===== src/rtl/sdspi_perf_monitor.sv =====
// Passive performance monitor for the SD-SPI block. It watches the UUT start/finish/err handshake and
// the SPI bus, counting cycles, SCLK rising edges and whole bytes per run, and holds the results for readout.
module sdspi_perf_monitor #(
  parameter int unsigned CNT_WIDTH      = 32,
  parameter int unsigned TIMEOUT_CYCLES = 32'd100_000_000
) (
  input  logic                 clk,
  input  logic                 rst,
  input  logic                 start,
  input  logic                 finish,
  input  logic                 err,
  input  logic                 cs,
  input  logic                 sclk,
  input  logic                 mosi,
  input  logic                 miso,
  input  logic [1:0]           rd_sel,
  output logic [CNT_WIDTH-1:0] rd_data,
  output logic                 busy,
  output logic                 done,
  output logic                 timeout,
  output logic                 uut_err,
  output logic [7:0]           last_miso_byte,
  output logic [7:0]           last_mosi_byte
);

  typedef enum logic [1:0] {
    StIdle    = 2'd0,
    StMeasure = 2'd1,
    StDone    = 2'd2
  } state_e;

  localparam logic [CNT_WIDTH-1:0] TimeoutLast = CNT_WIDTH'(TIMEOUT_CYCLES - 1);
  localparam logic [CNT_WIDTH-1:0] CntMax      = {CNT_WIDTH{1'b1}};

  state_e               state_q, state_d;
  logic                 start_q, finish_q, sclk_q;
  logic [CNT_WIDTH-1:0] cycles_q, cycles_d;
  logic [CNT_WIDTH-1:0] sclk_edges_q, sclk_edges_d;
  logic [CNT_WIDTH-1:0] bytes_q, bytes_d;
  logic [2:0]           bit_cnt_q, bit_cnt_d;
  logic [7:0]           miso_sr_q, miso_sr_d;
  logic [7:0]           mosi_sr_q, mosi_sr_d;
  logic [7:0]           last_miso_q, last_miso_d;
  logic [7:0]           last_mosi_q, last_mosi_d;
  logic                 timeout_q, timeout_d;
  logic                 uut_err_q, uut_err_d;

  logic                 start_rise, finish_rise, sclk_rise;
  logic [31:0]          status_w;

  assign start_rise  = start & ~start_q;
  assign finish_rise = finish & ~finish_q;
  assign sclk_rise   = sclk & ~sclk_q;

  function automatic logic [CNT_WIDTH-1:0] sat_inc(input logic [CNT_WIDTH-1:0] v);
    return (v == CntMax) ? v : v + CNT_WIDTH'(1);
  endfunction

  always_comb begin
    state_d      = state_q;
    cycles_d     = cycles_q;
    sclk_edges_d = sclk_edges_q;
    bytes_d      = bytes_q;
    bit_cnt_d    = bit_cnt_q;
    miso_sr_d    = miso_sr_q;
    mosi_sr_d    = mosi_sr_q;
    last_miso_d  = last_miso_q;
    last_mosi_d  = last_mosi_q;
    timeout_d    = timeout_q;
    uut_err_d    = uut_err_q;

    case (state_q)
      StIdle, StDone: begin
        // A start edge here also swallows a coincident finish edge.
        if (start_rise) begin
          state_d      = StMeasure;
          cycles_d     = '0;
          sclk_edges_d = '0;
          bytes_d      = '0;
          bit_cnt_d    = '0;
          miso_sr_d    = '0;
          mosi_sr_d    = '0;
          timeout_d    = 1'b0;
          uut_err_d    = 1'b0;
        end
      end

      StMeasure: begin
        cycles_d = sat_inc(cycles_q);
        if (sclk_rise) begin
          sclk_edges_d = sat_inc(sclk_edges_q);
        end

        if (cs) begin
          bit_cnt_d = '0;
        end else if (sclk_rise) begin
          miso_sr_d = {miso_sr_q[6:0], miso};
          mosi_sr_d = {mosi_sr_q[6:0], mosi};
          bit_cnt_d = bit_cnt_q + 3'd1;
          if (bit_cnt_q == 3'd7) begin
            bytes_d     = sat_inc(bytes_q);
            last_miso_d = {miso_sr_q[6:0], miso};
            last_mosi_d = {mosi_sr_q[6:0], mosi};
          end
        end

        if (err) begin
          state_d   = StDone;
          uut_err_d = 1'b1;
        end else if (finish_rise) begin
          state_d = StDone;
        end else if (cycles_q == TimeoutLast) begin
          state_d   = StDone;
          timeout_d = 1'b1;
        end
      end

      default: state_d = StIdle;
    endcase
  end

  always_ff @(posedge clk) begin
    if (!rst) begin
      state_q      <= StIdle;
      start_q      <= 1'b0;
      finish_q     <= 1'b0;
      sclk_q       <= 1'b0;
      cycles_q     <= '0;
      sclk_edges_q <= '0;
      bytes_q      <= '0;
      bit_cnt_q    <= '0;
      miso_sr_q    <= '0;
      mosi_sr_q    <= '0;
      last_miso_q  <= '0;
      last_mosi_q  <= '0;
      timeout_q    <= 1'b0;
      uut_err_q    <= 1'b0;
    end else begin
      state_q      <= state_d;
      start_q      <= start;
      finish_q     <= finish;
      sclk_q       <= sclk;
      cycles_q     <= cycles_d;
      sclk_edges_q <= sclk_edges_d;
      bytes_q      <= bytes_d;
      bit_cnt_q    <= bit_cnt_d;
      miso_sr_q    <= miso_sr_d;
      mosi_sr_q    <= mosi_sr_d;
      last_miso_q  <= last_miso_d;
      last_mosi_q  <= last_mosi_d;
      timeout_q    <= timeout_d;
      uut_err_q    <= uut_err_d;
    end
  end

  assign status_w = {state_q, timeout_q, uut_err_q, 20'b0, last_miso_q};

  always_comb begin
    rd_data = '0;
    case (rd_sel)
      2'd0:    rd_data = cycles_q;
      2'd1:    rd_data = sclk_edges_q;
      2'd2:    rd_data = bytes_q;
      default: rd_data = CNT_WIDTH'(status_w);
    endcase
  end

  assign busy           = (state_q == StMeasure);
  assign done           = (state_q == StDone);
  assign timeout        = timeout_q;
  assign uut_err        = uut_err_q;
  assign last_miso_byte = last_miso_q;
  assign last_mosi_byte = last_mosi_q;

endmodule


===== config.mk =====
export PLATFORM = sky130hd
export DESIGN_NAME = sdspi_perf_monitor
export DESIGN_NICKNAME = d
export VERILOG_FILES = /design/src/rtl/sdspi_perf_monitor.sv
export SDC_FILE = /design/constraint.sdc
export NUM_CORES = 1
export LEC_CHECK = 0
export CAP_MARGIN = 10
export CORE_MARGIN = 3
export CORE_UTILIZATION = 45
export DETAILED_ROUTE_END_ITERATION = 10
export SETUP_SLACK_MARGIN = 0.3
export SYNTH_ARGS = -nofsm -noshare
export SYNTH_HDL_FRONTEND = slang
export SYNTH_SLANG_ARGS = --single-unit

===== constraint.sdc =====
create_clock -name clk -period 4.65 [get_ports clk]
set_input_delay 0.93 -clock clk [delete_from_list [all_inputs] [get_ports clk]]
set_output_delay 0.93 -clock clk [all_outputs]
set_load 0.005 [all_outputs]

=== Word-level counts from Yosys, hierarchy flattened ===
Cells that the tools add are included.

* Output and inout bits: 52
* Input bits: 11
* Flip-flop bits (word level): 136

* Muxes and demuxes: 35
* Bitwise operators: 7
* Eq/ne operators: 22
* Reduce and logical (&&, ||, !) cells: 13
* Add/subtract/negate cells: 4

{| class="wikitable"
|+ Operators with widths
! kind !! number
|-
| 2-to-1 mux 32 bit || 8
|-
| case mux 32 bit (2 select lines) || 3
|-
| adder 32 x 1 -> 32 bit, second input constant || 3
|-
| == test 32 bit, second input constant || 3
|-
| case mux 32 bit (3 select lines) || 1
|-
| 2-to-1 mux 7 bit || 5
|-
| == test 32 x 27 -> 1 bit, second input constant || 1
|-
| case mux 7 bit (2 select lines) || 2
|-
| inequality test 2 bit, second input constant || 8
|-
| AND reduction 4 bit || 3
|-
| 2-to-1 mux 3 bit || 3
|-
| AND reduction 3 bit || 3
|-
| 2-to-1 mux 2 bit || 4
|-
| inequality test 2 x 1 -> 1 bit, second input constant || 3
|-
| case mux 3 bit (2 select lines) || 1
|-
| AND reduction 6 bit || 1
|-
| 2-to-1 mux 1 bit || 5
|-
| AND reduction 5 bit || 1
|-
| == test 2 x 1 -> 1 bit, second input constant || 2
|-
| == test 2 bit, second input constant || 2
|-
| logical NOT 2 bit || 2
|-
| inequality test 4 x 2 -> 1 bit, second input constant || 1
|-
| inverter 1 bit || 4
|-
| case mux 1 bit (2 select lines) || 2
|-
| 8 further kinds || 10
|}

=== Logic depth before layout (Yosys ltp) ===
Gate-level depths: netlist (run 1).

* Depth in word-level cells: 6
* Mapped depth: 11

=== Worst setup path after synthesis (run 1) ===
OpenSTA, ideal clock, no wires.

* Path kind: input-to-output
* Start: input port rd_sel[0]
* End: output port rd_data[7]
* Stages: 3
* Buffers on the path: 2
* Slack: 1400 ps
* Required time: 3720 ps
* Data arrival time: 2320 ps
* Cells stage by stage: clkbuf_1 buf_1 mux4_1

* Word-level cells in the longest chain between the ends: 2
* Elaborated cells on any way between the ends: 4

{| class="wikitable"
|+ RTL lines
! what !! RTL line !! text
|-
| start, declared || 16 || <nowiki>input logic [1:0] rd_sel,</nowiki>
|-
| == test 2 bit, or another cell as far along || 160 || <nowiki>case (rd_sel)</nowiki>
|-
| case mux 32 bit (3 select lines) (*) || 160 ||
|-
| end, declared || 17 || <nowiki>output logic [CNT_WIDTH-1:0] rd_data,</nowiki>
|}

Mark *: on every way between the ends. The rest lies on a longest branch, timed or not.

=== Worst setup path in the final report (run 1) ===
* Start: input port rd_sel[0]
* End: output port rd_data[9]

Same word-level chain as after synthesis.

==> results.cfg, run 1 <==
[run_status]
outcome = completed

[pwr]
power_leakage_nw = 2.880
powerDensity_nw_per_um2 = 300.8
peakVddDrop_mv = 0.2645

[die]
io_pins = 63
die_h_um = 135.5
coreArea_um2 = 16170
start_util_pct = 46.67
row_count = 46
dieArea_um2 = 18360
fp.dieW_um = 135.5

[min_path]
hp-class = reg -> reg
hold_path_end = miso_sr_q[6]
hold_depth = 2
hold_start = miso_sr_q[6]

[placed_design]
pre_cts_ws_ns = 0.7570
place_hpwl_um = 18180
port_buffers = 62
place_congestion = 0.8805

[timing]
fmax_mhz = 256.6
clock-skew-final_ns = 0.01345
hold_violations = 0
rsz0062_at_grt = false
relSlewSlack_pct = 28.92
slew_violations = 0
tns_ns = 0
finalCritPeriodShare_pct = 83.81
worst_slack_ns = 0.7527
setup_viol = 0
worstMarginPinSlew_ns = 1.060
fin_crit_ns = 3.897

[critical_path]
rr_endpoint = sclk_edges_q[19]
critical_path_buf_inv_count = 4
arrival_ns = 2.97
worstReg2RegStart = sclk_edges_q[0]
crit_slowest_cell = clkdlybuf4s50_1
cp-end-kind = output pin
cpPeakStageDelay_ns = 0.64
r2r_cells = 7
crit_start = rd_sel[0]
crit_chain = clkdlybuf4s50_1, buf_4, nor2b_1, buf_4, nand2_1, o21ai_0, clkdlybuf4s50_1
cp_max_fo = 21
ff2ff_setup_slack_ns = 1.26
crit_required_ns = 3.72
path_delay_family = buffers and inverters
setup.worst_path.class = in -> out
start_kind = primary input

[global_route]
grt_pass1_vias = 6787
grt_max_degree = 33
grt_use_total_pct = 27.88
grt_pass1_wl_um = 39680
antenna_found_initial = 2
grt_overflow = 0

[clock_tree]
cts_buffers = 17
post_cts_resized = 0
tritoncts = done
clk_pin_slew_ns = 0.07
cts_setup_buffers = 0
clock_latency_ns = 0.44
root_buffer = clkbuf_16
cts_sinks = 136
postCtsHoldBufs = 0
clockBufferDepth = 2
h-tree-depth = 4

[routing]
drcViolationCount = 0
wl_per_cell_um = 20.77
vias = 7734
viasPerCell = 6.303
dr.pass1.iters = 5
wl_um = 25490
drtAntennaViolNets = 0
dr.first_iter.drc_count = 936

[synth]
async_reset_ff_share_pct = 0
ys_types = 79
synth-edff-count = 0
ys.flop_type = dfxtp_1
ys_seq_area_share_pct = 36.07
synth.yosys.warnings = 0
netlist_instances = 958
syn_nets = 974
synth.area.top_cells = dfxtp_1 36%, nand2_1 6.9%, a21oi_1 5.8%
syn_avg_cell_area_um2 = 7.878
ys_ff_latch = 136
netlist.area_leader.share_pct = 36.07
netlist_area_um2 = 7547
synth_top_cell_by_area = dfxtp_1

[layout]
layout-drive-gt1-share_pct = 9.802
multiInputGateArea_um2 = 4492
nFillCells = 1563
syn2layout_area_growth_pct = 17.57
nNetsFinal = 1013
ff_latch_area_um2 = 2723

[job]
cap_violations = 0
report_power, final:
part,switching [mW],leakage [nW],internal (mW)
registers,0.00605,1.10,1.17
logic,0.134,1.51,0.0575
clock network,0.601,0.270,0.701
total,0.741,2.88,1.93
area by class of cell:
cell class | count | area share [%]
Timing Repair Buffer | 83 | 8.855
Clock inverter | 15 | 1.466
Clock buffer | 17 | 4.794
Tap cell | 216 | 3.046
Sequential cell | 136 | 30.68
Inverter | 12 | 0.5076
Multi-Input combinational cell | 747 | 50.62
Antenna cell | 1 | 0.02820
synthesized netlist by cell type, types with 15 or more instances:
library cell / number
nand2_1: 139
dfxtp_1: 136
a21oi_1: 88
o21ai_0: 84
nand3_1: 81
nor2_1: 62
clkbuf_1: 40
a31oi_1: 27
mux2i_1: 23
nand4_1: 23
and2_1: 17
nor3_1: 15
placed cells by master, fill, tap and decap left out, drive strengths merged, types with 12 or more instances in the layout:
master         count
a21oi             88
a31oi             27
and2              18
and3              14
buf               22
clkbuf            17
clkdlybuf4s50     61
dfxtp            136
inv               21
mux2i             23
mux4              12
nand2            140
nand3             83
nand4             24
nor2              64
nor3              16
nor4              17
o21ai             86
how the worst max path moves through the flow:
| stage | depth (start not counted) | slack [ns] | end |
|---|---|---|---|
| 2_1_floorplan | 3 | 1.40 | rd_data[7] |
| 3_3_place_gp | 7 | 0.79 | rd_data[8] |
| 3_5_place_dp | 7 | 0.76 | rd_data[9] |
| 4_1_cts | 7 | 0.75 | rd_data[9] |
| 5_1_grt | 7 | 0.57 | rd_data[27] |
| 6_report | 7 | 0.75 | rd_data[9] |
worst min-delay path, stage by stage (launching register included):
cell and delay, ns:
dfxtp_1 0.31, nand2_1 0.05, a21oi_1 0.05
sequential cells by signal (all words and copies together) (netlist names):
register	cells
mosi_sr_q	7
sclk_q	1
timeout	1
bytes_q	32
cycles_q	32
miso_sr_q	7
last_mosi_byte	8
last_miso_byte	8
state_q	2
bit_cnt_q	3
finish_q	1
sclk_edges_q	32
uut_err	1
start_q	1
per-stage QoR:
stage	power, mW	instance area (um^2)	instances	util (%)	hold slack [ns]
2_1_floorplan	1.317	7547	958	-	0.4321
3_3_place_gp	1.388	8315	1194	51.42	0.4438
3_5_place_dp	1.388	8315	1194	51.42	0.4450
4_1_cts	2.679	8871	1226	54.85	0.4525
5_1_grt	2.751	8871	1226	54.85	0.4695
6_report	2.669	8874	1227	54.87	0.4523
metal layers:
layer,routed length [um],GRT usage [%],part of all wire [%]
met3,2331,7.392,9.1
met4,352,6.551,1.4
met2,10950,40.74,43
met1,11840,41.06,46
met5,13,0,0.051
cell families after synthesis:
| logic type | Yosys count | share of synthesized area (%) |
|---|---|---|
| simple gates | 429 | 29.34 |
| compound gates | 273 | 22.02 |
| flops | 136 | 36.07 |
| buf+inv | 75 | 4.410 |
| mux | 37 | 6.980 |
| fa+ha+maj | 5 | 0.8289 |
| xor+xnor | 3 | 0.3482 |
(Power assumes the default switching activity.)
==> run 2, diff against run 1 <==
==> constraint.sdc (replaced) <==
create_clock -name clk -period 3.76 [get_ports clk]
set_input_delay 0.752 -clock clk [delete_from_list [all_inputs] [get_ports clk]]
set_output_delay 0.752 -clock clk [all_outputs]
set_load 0.005 [all_outputs]
==> run 2 against run 1 <==
Design area is 0.89% higher. Setup slack got worse by 0.34 ns. Flip-flop and latch count unchanged. Routed wire length shrank 0.15%. Worst hold slack better by 0.0031 ns. Critical path depth is the same. Count of clock-buffer cells in the layout stayed put. Clock skew down 0.0052 ns. Combinational power rose by 26%. Register-to-register slack got worse by 0.53 ns. Largest cell class unchanged.
==> results.cfg, run 2 (synthesis gave the netlist of run 1 again) <==
[critical_path]
arrival_ns = 2.59
cpPeakStageDelay_ns = 0.54
cp-end-kind = output pin
crit_slowest_cell = clkdlybuf4s50_1
cp_max_fo = 33
crit_start = rd_sel[0]
crit_top_cell = clkdlybuf4s50_1
start_kind = primary input
worstReg2RegStart = sclk_edges_q[0]
critical_path_buf_inv_count = 4
setup.worst_path.class = in -> out
crit_required_ns = 3.01
path_delay_family = buffers and inverters
crit_chain = clkdlybuf4s50_1, buf_12, nor2b_1, buf_6, nand2_1, o21ai_0, clkdlybuf4s50_1

[global_route]
grt_pass1_wl_um = 39410
grt_use_total_pct = 27.85
grt_max_degree = 68
grt_overflow = 0
antenna_found_initial = 0
grt_pass1_vias = 6728

[placed_design]
pre_cts_ws_ns = 0.4127
dp.cells = 1198
port_buffers = 62
place_congestion = 0.8991
place_hpwl_um = 17980

[layout]
final_cell_mix = 139 x nand2_1, 136 x dfxtp_1, 88 x a21oi_1
nFillCells = 1523
syn2layout_area_growth_pct = 18.62
top_regs = bytes_q x32, cycles_q x32, sclk_edges_q x32
layout-drive-gt1-share_pct = 10.16
final_common_cell = nand2_1
fin_cells = 1230
nNetsFinal = 1017
antenna_cells = 0

[pwr]
power_leakage_nw = 2.914
peakVddDrop_mv = 0.3207
internal_power_mw = 2.510
switchingPower_uw = 888.0
power_frac_clock_pct = 50.1
switching_share_pct = 26.13
pwr-share-seq_pct = 42.8
powerDensity_nw_per_um2 = 379.6
p_total_mw = 3.398
p_comb_share_pct = 7.1

[routing]
viasPerCell = 6.185
dr.pass1.iters = 5
drcViolationCount = 0
vias = 7608
wl_per_cell_um = 20.69
wl_um = 25450
drtAntennaViolNets = 0
dr.first_iter.drc_count = 822

[clock_tree]
clock_latency_ns = 0.43
clockBufferDepth = 2
cts_buffers = 17
h-tree-depth = 4
tritoncts = done
clk_pin_slew_ns = 0.07
cts_sinks = 136
root_buffer = clkbuf_16

[timing]
tns_ns = 0
clock-skew-final_ns = 0.008228
worst_slack_ns = 0.4158
hold_violations = 0
fin_crit_ns = 3.344
rsz0062_at_grt = false
worstMarginPinSlew_ns = 1.054
finalCritPeriodShare_pct = 88.94
relSlewSlack_pct = 29.30
fmax_mhz = 299.0
timing.hold.ws_ns = 0.4555
slew_violations = 0
setup_viol = 0

[run_status]
outcome = completed

[job]
cap_violations = 0

[die]
start_util_pct = 46.67
die_h_um = 135.5
fp.dieW_um = 135.5
io_pins = 63
dieArea_um2 = 18360
coreArea_um2 = 16170
row_count = 46

[min_path]
hold_start = last_mosi_byte[3]
hp-class = reg -> reg
run 2: changes by cell type in the layout (fill, tap and decap cells not counted), sizes merged:
cell,delta
clkinvlp,+2
buf,+4
bufinv,+2
inv,-2
diode,-1
clkinv,-2
run 2: final cells by class:
cell class,instances,area [um^2],share of cell area [%]
timing repair buffer,87,832.0,9.294
multi-input combinational,747,4492,50.17
tap,216,270.3,3.019
sequential,136,2723,30.41
inverter,12,45.04,0.5031
clock buffer,17,425.4,4.752
clock inverter,15,165.2,1.845
run 2: final timing paths:
check | endpoint | depth (start not counted) | slack (ns)
max | rd_data[8] | 7 | 0.42
min | last_mosi_byte[3] | 2 | 0.46
max reg2reg | sclk_edges_q[19] | 8 | 0.73
min reg2reg | last_mosi_byte[3] | 2 | 0.46
run 2: timing repair:
action / 4_1_cts / 5_1_grt
setup buffers: 0 / 0
hold endpoints to repair: 0 / 0
hold buffers: 0 / 0
gates resized for setup: 0 / 1
endpoints found under the setup margin: 0 / 1
run 2: worst register-to-register path: cells and delay by family (launching register included):
family / cells / cell delay (ns)
buffers and inverters: 1 / 0.27
AND/OR/NAND/NOR: 4 / 1.59
adder cells (fa/ha/maj): 1 / 0.24
AO/OA/AOI/OAI: 2 / 0.36
flip-flops: 1 / 0.50
run 2: power by group through the flow:
stage                     sequential, mW  clock [mW]  combinational (mW)
after floorplan                     1.48           0               0.146
after global routing                1.45        1.79               0.259
after global placement              1.49           0               0.236
after detailed placement            1.49           0               0.236
after CTS                           1.45        1.72               0.237
final                               1.45        1.70               0.242
run 2: per-stage QoR:
stage / util [%] / area [um^2]
after floorplan: - / 7547
after global placement: 51.68 / 8358
after detailed placement: 51.68 / 8358
after CTS: 55.33 / 8949
after global routing: 55.35 / 8952
final: 55.35 / 8952
run 2: layer usage:
metal  routed length (um)  vias up  track usage, %
met5                    0        -               0
met4                  342        0           7.279
met3                 2085       27           5.498
met2                11030      325           40.65
met1                11990     3589           41.93
li1                     -     3667               -
